--- src/rtl/console_mmio.sv ---
// Console MMIO shim between the cpu memory port and the RAM model: console-address
// writes go to a byte FIFO drained to a character sink; everything else passes through.
module console_mmio #(
  parameter logic [63:0] CONSOLE_ADDR = 64'hFFFF_FFFF_FFFF_FFFF,
  parameter int          DEPTH        = 16,
  parameter int          CNT_W        = 32
) (
  input  logic             clk,
  input  logic             rst,
  input  logic [63:0]      mem_raddr,
  output logic [63:0]      mem_rdata,
  input  logic             mem_wen,
  input  logic [63:0]      mem_waddr,
  input  logic [63:0]      mem_wdata,
  input  logic             done,
  output logic [63:0]      ram_raddr,
  input  logic [63:0]      ram_rdata,
  output logic             ram_wen,
  output logic [63:0]      ram_waddr,
  output logic [63:0]      ram_wdata,
  output logic             char_valid,
  output logic [7:0]       char_data,
  input  logic             char_ready,
  output logic             halted,
  output logic             overflow,
  output logic [CNT_W-1:0] char_count,
  output logic [CNT_W-1:0] drop_count
);

  localparam int            AW       = $clog2(DEPTH);
  localparam logic [AW:0]   OCC_FULL = (AW+1)'(DEPTH);

  typedef enum logic [1:0] {
    S_RUN    = 2'd0,
    S_DRAIN  = 2'd1,
    S_HALTED = 2'd2
  } state_t;

  state_t            state_q, state_d;
  logic [7:0]        fifo_mem [DEPTH];
  logic [AW-1:0]     wr_ptr_q, rd_ptr_q;
  logic [AW:0]       count_q;
  logic              overflow_q;
  logic [CNT_W-1:0]  char_count_q, drop_count_q;

  logic cons_wr, full, push, pop, drop, accepting;

  // Pass-through paths: purely combinational, no added latency.
  assign cons_wr   = mem_wen && (mem_waddr == CONSOLE_ADDR);
  assign ram_raddr = mem_raddr;
  assign mem_rdata = ram_rdata;
  assign ram_waddr = mem_waddr;
  assign ram_wdata = mem_wdata;
  assign ram_wen   = mem_wen && !cons_wr;

  // Sink handshake: a byte transfers on a rising edge where char_valid && char_ready;
  // char_valid/char_data come from registered state only and hold while the sink stalls.
  assign full      = (count_q == OCC_FULL);
  assign pop       = char_valid && char_ready;
  assign accepting = cons_wr && (state_q != S_HALTED);
  assign push      = accepting && (!full || pop);
  assign drop      = accepting && full && !pop;

  // FSM: state register
  always_ff @(posedge clk) begin
    if (rst) state_q <= S_RUN;
    else     state_q <= state_d;
  end

  // FSM: next state; DRAIN still takes pushes since done may coincide with the last write
  always_comb begin
    state_d = state_q;
    unique case (state_q)
      S_RUN:    if (done) state_d = S_DRAIN;
      S_DRAIN:  if (count_q == '0 && !push) state_d = S_HALTED;
      S_HALTED: state_d = S_HALTED;
      default:  state_d = S_RUN;
    endcase
  end

  // FSM: outputs
  always_comb begin
    halted     = (state_q == S_HALTED);
    char_valid = (count_q != '0);
    char_data  = fifo_mem[rd_ptr_q];
  end

  always_ff @(posedge clk) begin
    if (push) fifo_mem[wr_ptr_q] <= mem_wdata[7:0];
  end

  always_ff @(posedge clk) begin
    if (rst) begin
      wr_ptr_q     <= '0;
      rd_ptr_q     <= '0;
      count_q      <= '0;
      overflow_q   <= 1'b0;
      char_count_q <= '0;
      drop_count_q <= '0;
    end else begin
      if (push) wr_ptr_q <= wr_ptr_q + AW'(1);
      if (pop) begin
        rd_ptr_q     <= rd_ptr_q + AW'(1);
        char_count_q <= char_count_q + CNT_W'(1);
      end
      unique case ({push, pop})
        2'b10:   count_q <= count_q + (AW+1)'(1);
        2'b01:   count_q <= count_q - (AW+1)'(1);
        default: count_q <= count_q;
      endcase
      if (drop) begin
        overflow_q   <= 1'b1;
        drop_count_q <= drop_count_q + CNT_W'(1);
      end
    end
  end

  assign overflow   = overflow_q;
  assign char_count = char_count_q;
  assign drop_count = drop_count_q;

endmodule

--- config.mk ---
export PLATFORM = sky130hd
export DESIGN_NAME = console_mmio
export DESIGN_NICKNAME = d
export VERILOG_FILES = /design/src/rtl/console_mmio.sv
export SDC_FILE = /design/constraint.sdc
export NUM_CORES = 1
export LEC_CHECK = 0
export BUFFER_PORTS_ARGS = -buffer_cell sky130_fd_sc_hd__buf_2
export CAP_MARGIN = 20
export CORE_AREA = 2 2 229 231
export DETAILED_ROUTE_END_ITERATION = 10
export DIE_AREA = 0 0 231 233
export SLEW_MARGIN = 40
export SYNTH_ARGS = -nofsm -noshare
export SYNTH_HDL_FRONTEND = slang
export SYNTH_SLANG_ARGS = --single-unit
--- constraint.sdc ---
create_clock -name clk -period 3.7 [get_ports clk]
set_clock_uncertainty 0.2 [all_clocks]
set_input_delay 0.37 -clock clk [delete_from_list [all_inputs] [get_ports clk]]
set_output_delay 0.37 -clock clk [all_outputs]
set_load 0.03 [all_outputs]
# Yosys cells after proc, flatten, opt, wreduce, memory -nomap -nowiden
# Memories as Yosys holds them, arrays and structs flattened. A register that Yosys moved wholly into a read port is not among the register bits.
# Cells that the tools add are included.
# W data, S select, Z words.
[op_classes]
eq_ne = 9
addsub = 6
muxes = 8
reduce_logical = 18
[op_table]
columns = ["op", "count"]
rows = [
  ["$add A32 B1 Y32 const B", 2],
  ["$eq A64 B64 Y1 const B", 1],
  ["$pmux W5 S2", 1],
  ["$add A4 B1 Y4 const B", 2],
  ["$logic_and A1 B1 Y1", 8],
  ["$mux W4", 2],
  ["$ne A2 B2 Y1 const B", 3],
  ["$pmux W2 S3", 1],
  ["$add A5 B1 Y5 const B", 1],
  ["$eq A5 B5 Y1 const B", 1],
  ["$logic_not A5 Y1", 1],
  ["$reduce_bool A5 Y1", 1],
  ["$sub A5 B1 Y5 const B", 1],
  ["$eq A2 B1 Y1 const B", 2],
  ["$eq A2 B2 Y1 const B", 2],
  ["$logic_not A1 Y1", 4],
  ["$mux W2", 2],
  ["$logic_not A2 Y1", 1],
  ["$mux W1", 2],
  ["$reduce_and A2 Y1", 1],
  ["$reduce_bool A2 Y1", 1],
  ["$logic_or A1 B1 Y1", 1],
]
[totals]
input_bits = 261
output_inout_bits = 332
ram_bits = 128
elab_cells = 49
memories = 1
ff_bits = 80
[memory_table]
columns = ["name", "depth", "word_bits", "read_ports", "rd_ports_with_merged_regs", "wr", "line_no", "text"]
rows = [
  ["fifo_mem", 16, 8, 1, 1, 1, "40", "logic [7:0] fifo_mem [DEPTH];"],
]

# Logic depth before layout (Yosys ltp)
[logic_depth]
depth_word = 8
depth_mapped = 12

# Worst setup path before layout
# Ideal clock, no wire load.
[synth_path]
kind = "register to register"
startpoint = "register count_q[0]"
endpoint = "register count_q[4]"
setup_time_ps = 121
path_slack_ps = 612
arrival_ps = 2767
synth_period_minus_slack_ps = 3088
path_stages_with_launch = 11
t_required_ps = 3379
cell_sequence = "dfxtp_1 or4_4 or2_1 buf_6 nand2_1 a21oi_2 fa_1 a21o_1 a21oi_1 mux2i_1 mux2_2"
[synth_between]
elab_chain_cells = 6
elab_cells_between_ends = 12
cone_classes = "add/sub: 2; eq/ne: 3; mux: 1; reduce/logical: 6"
[synth_lines]
columns = ["element", "line_no", "text"]
rows = [
  ["from (decl)", "42", "logic [AW:0] count_q;"],
  ["from (signal assigned)", "107", "2'b10: count_q <= count_q + (AW+1)'(1);"],
  ["from (signal assigned)", "108", "2'b01: count_q <= count_q - (AW+1)'(1);"],
  ["from (signal assigned)", "109", "default: count_q <= count_q;"],
  ["$reduce_bool A5 Y1 (*)", "84", "char_valid = (count_q != '0);"],
  ["named net char_valid", "21", "output logic char_valid,"],
  ["$logic_and A1 B1 Y1 (*)", "59", "assign pop = char_valid && char_ready;"],
  ["$logic_or A1 B1 Y1", "61", "assign push = accepting && (!full || pop);"],
  ["$logic_and A1 B1 Y1", "61", ""],
  ["$eq A2 B1 Y1 or $eq A2 B2 Y1 (tied branches)", "106", "unique case ({push, pop})"],
  ["$pmux W5 S2 or $reduce_bool A2 Y1 (tied branches)", "-", ""],
]
# Mark *: on every way through the listed nets, which the timed path passes. The rest lies on a longest branch.
# A chain may end at the register's enable or synchronous reset.

# Worst setup path in the final report
[layout_path]
startpoint = "register count_q[0]"
endpoint = "register count_q[4]"
[layout_between]
elab_chain_cells = 6
elab_cells_between_ends = 12
cone_classes = "add/sub: 2; eq/ne: 3; mux: 1; reduce/logical: 6"
[layout_lines]
columns = ["element", "line_no"]
rows = [
  ["$eq A5 B5 Y1 or $reduce_bool A5 Y1 (tied branches)", "58, 84"],
  ["$logic_not A1 Y1 or $logic_and A1 B1 Y1 (tied branches)", "61, 59"],
  ["$logic_or A1 B1 Y1", "61"],
  ["$logic_and A1 B1 Y1", "61"],
  ["$eq A2 B1 Y1 or $eq A2 B2 Y1 (tied branches)", "106"],
  ["$pmux W5 S2 or $reduce_bool A2 Y1 (tied branches)", "-"],
]
# Parallel ways exist; a longest one is shown, timed or not.

==> flow_summary.json <==
{
  "outcome": "finished clean",
  "syn_avg_cell_area_um2": 11.5,
  "start_util": 0.218,
  "hold_depth": 1,
  "min_period_over_period": 0.897,
  "yosysSeqAreaShare": 0.497,
  "maxCapViolCount": 0,
  "synth_area_leaders": "edfxtp_1 (35%), buf_4 (17%), dfxtp_1 (15%)",
  "crit_path_end_kind": "flop",
  "synth_xor_area_frac": 0.0362,
  "hp-class": "in -> reg",
  "n_fill_cell": 5455,
  "die_x_um": 231,
  "place.gp.congestion": 0.922,
  "yosys_most_used_dff": "edfxtp_1",
  "cts.repair.resized": 0,
  "wl_um": 40800,
  "syn_to_final_growth_pct": 9.42,
  "ys_types": 53,
  "first_pass_iters": 5,
  "synth-async-reset-ratio": 0,
  "path_max_fanout": 12,
  "dp_hpwl_um": 33100,
  "start_kind": "flop",
  "cts_tree": "done",
  "crit_type": "reg -> reg",
  "antenna_found_initial": 2,
  "ir_drop_mv": 0.333,
  "grt_max_degree": 96,
  "root_buffer": "clkbuf_16",
  "layout-drive-gt1-share": 0.367,
  "path_clk_slew_ns": 0.06,
  "num_rows": 83,
  "required_ns": 3.93,
  "synth-edff-count": 128,
  "viasPerCell": 4.40,
  "fmax_mhz": 301,
  "syn_area_um2": 11100,
  "power.leakage_nw": 4.34,
  "grt_pass1_wl_um": 56200,
  "finalInstanceArea_um2": 12200,
  "netlist.area_leader.share": 0.346,
  "tightestPinTransition_ns": 0.785,
  "rsz0062_at_grt": "false",
  "numClockSinks": 212,
  "finalSetupViolCount": 0,
  "io_pins": 593,
  "cts_buffer_depth": 3,
  "setup_tns_ns": 0,
  "p_per_area_nw_per_um2": 533,
  "first_global_vias": 7233,
  "arrival_ns": 3.55,
  "grt_overflow": 0,
  "relSlewSlack": 0.477,
  "cts.htree.levels": 1,
  "hold_viol": 0,
  "die_area_um2": 53800,
  "nNetsFinal": 1239,
  "synthAdderAreaFrac": 0.0164,
  "syn_nets": 1239,
  "finalMaxSlewViolations": 0,
  "yosysTopAreaCell": "edfxtp_1",
  "synth_mux_area_frac": 0.0916,
  "yosysMostFrequentCell": "buf_4",
  "placed_cell_area_um2": 11300,
  "ys_top_cells_by_count": "buf_4 (256), edfxtp_1 (128), dfxtp_1 (84), nor2_1 (82), nand4_1 (46)",
  "ant_nets": 0,
  "synth-seq-cells": 212,
  "post_cts_buffers": 0,
  "yosysWarnings": 0,
  "wire_per_inst_um": 24.5,
  "die_height_um": 233,
  "track_usage": 0.147,
  "io_buffers": 224,
  "synth_compound_area_frac": 0.0314,
  "synthSimpleGateAreaFrac": 0.134,
  "cts_made_buffers": 26,
  "synth_top_family_by_area": "buffers and inverters",
  "syn_inst": 964,
  "period_minus_slack_ns": 3.32,
  "cts-hold-fix-buffers": 7,
  "core_area_um2": 51100,
  "drtIter0Drc": 495,
  "clkLatencyLatePin_ns": 0.55,
  "vias": 7320,
  "r2r_cells": 9,
  "drc_errors": 0
}
[worst max-delay path, cell delays in order (launching register included)]
cell	delay, ns
dfxtp_1	0.36
or4_4	0.59
or2_1	0.31
nand2_1	0.19
a21oi_2	0.13
fa_1	0.47
a21o_1	0.20
a21oi_1	0.18
mux2i_1	0.21
mux2_2	0.35
[flip-flops by register name, summed over array words and instances (netlist names), named ones only]
signal,count
state_q,2
overflow,1
count_q,5
fifo_mem,128
wr_ptr_q,4
char_count,32
rd_ptr_q,4
drop_count,32
[stage by stage]
stage / worst slack [ns] / hold WS [ns] / total power, W / cells / util
after global routing: 0.240 / 0.0245 / 0.00678 / 1665 / 0.238
final: 0.382 / 0.0333 / 0.00648 / 1665 / 0.238
after CTS: 0.324 / 0.00121 / 0.00660 / 1664 / 0.238
after floorplan: 0.612 / 0.261 / 0.00407 / 964 / -
after detailed placement: 0.269 / 0.264 / 0.00408 / 1609 / 0.220
after global placement: 0.278 / 0.268 / 0.00405 / 1609 / 0.220
[placed cells by master (no fill, tap or decap), types with 3 or more instances in the layout]
cell | Yosys | layout
a21oi_1 | 20 | 20
a31o_2 | 3 | 3
and2_1 | 6 | 6
and3_1 | 4 | 4
and4_1 | 12 | 12
buf_2 | 1 | 223
buf_4 | 256 | 26
clkbuf_1 | 18 | 5
clkbuf_16 | 0 | 27
clkbuf_8 | 0 | 4
clkinv_2 | 0 | 5
clkinvlp_4 | 0 | 3
dfxtp_1 | 84 | 83
dlygate4sd3_1 | 0 | 7
edfxtp_1 | 128 | 128
ha_1 | 13 | 13
inv_1 | 25 | 25
mux2_2 | 6 | 6
mux2i_1 | 5 | 5
mux4_2 | 40 | 40
nand2_1 | 30 | 30
nand2b_1 | 8 | 8
nand3_1 | 18 | 18
nand4_1 | 46 | 46
nor2_1 | 82 | 82
nor2b_1 | 7 | 7
nor3_1 | 17 | 17
nor4_1 | 19 | 17
o21ai_0 | 17 | 17
or2_2 | 3 | 3
or3_1 | 10 | 10
xnor2_1 | 26 | 26
xor2_1 | 20 | 20
[power breakdown]
group	internal, W	total (W)	switching (W)
Clock	0.00143	0.00247	0.00104
Sequential	0.00256	0.00261	0.0000513
Combinational	0.000568	0.00141	0.000839
[metal layers]
layer | GRT usage | share of wire
met1 | 0.160 | 0.38
met2 | 0.223 | 0.43
met3 | 0.118 | 0.17
met4 | 0.0250 | 0.015
met5 | 0.0331 | 0.0061
[path summary, 6_finish.rpt]
| kind | start | endpoint | slack, ns |
|---|---|---|---|
| max | count_q[0]$_SDFFE_PP0P_ | count_q[4]$_SDFFE_PP0P_ | 0.38 |
| min | mem_wdata[6] | fifo_mem[11][6]$_DFFE_PP_ | 0.03 |
| max reg2reg | count_q[0]$_SDFFE_PP0P_ | count_q[4]$_SDFFE_PP0P_ | 0.38 |
| min reg2reg | overflow$_SDFFE_PP0P_ | overflow$_SDFFE_PP0P_ | 0.27 |
[layout make-up]
cell class / instances / area (um^2) / area share
flip-flops and latches: 212 / 5530 / 0.454
multi-input cells: 442 / 3460 / 0.284
repair buffers: 257 / 1390 / 0.114
well taps: 680 / 851 / 0.0699
clock buffers: 36 / 749 / 0.0616
inverters: 25 / 93.8 / 0.00771
clock inverters: 12 / 92.6 / 0.00761
diodes: 1 / 2.50 / 0.000206
[kinds of logic after synthesis]
| kind of cell | count (synthesis) |
|---|---|
| muxes | 51 |
| buffers and inverters | 310 |
| adders and majority gates | 14 |
| DFF | 212 |
| and+or+nand+nor | 275 |
| AOI/OAI and AO/OA | 56 |
| xor gates and xnor gates | 46 |
Power figures use the tool's default switching activity.
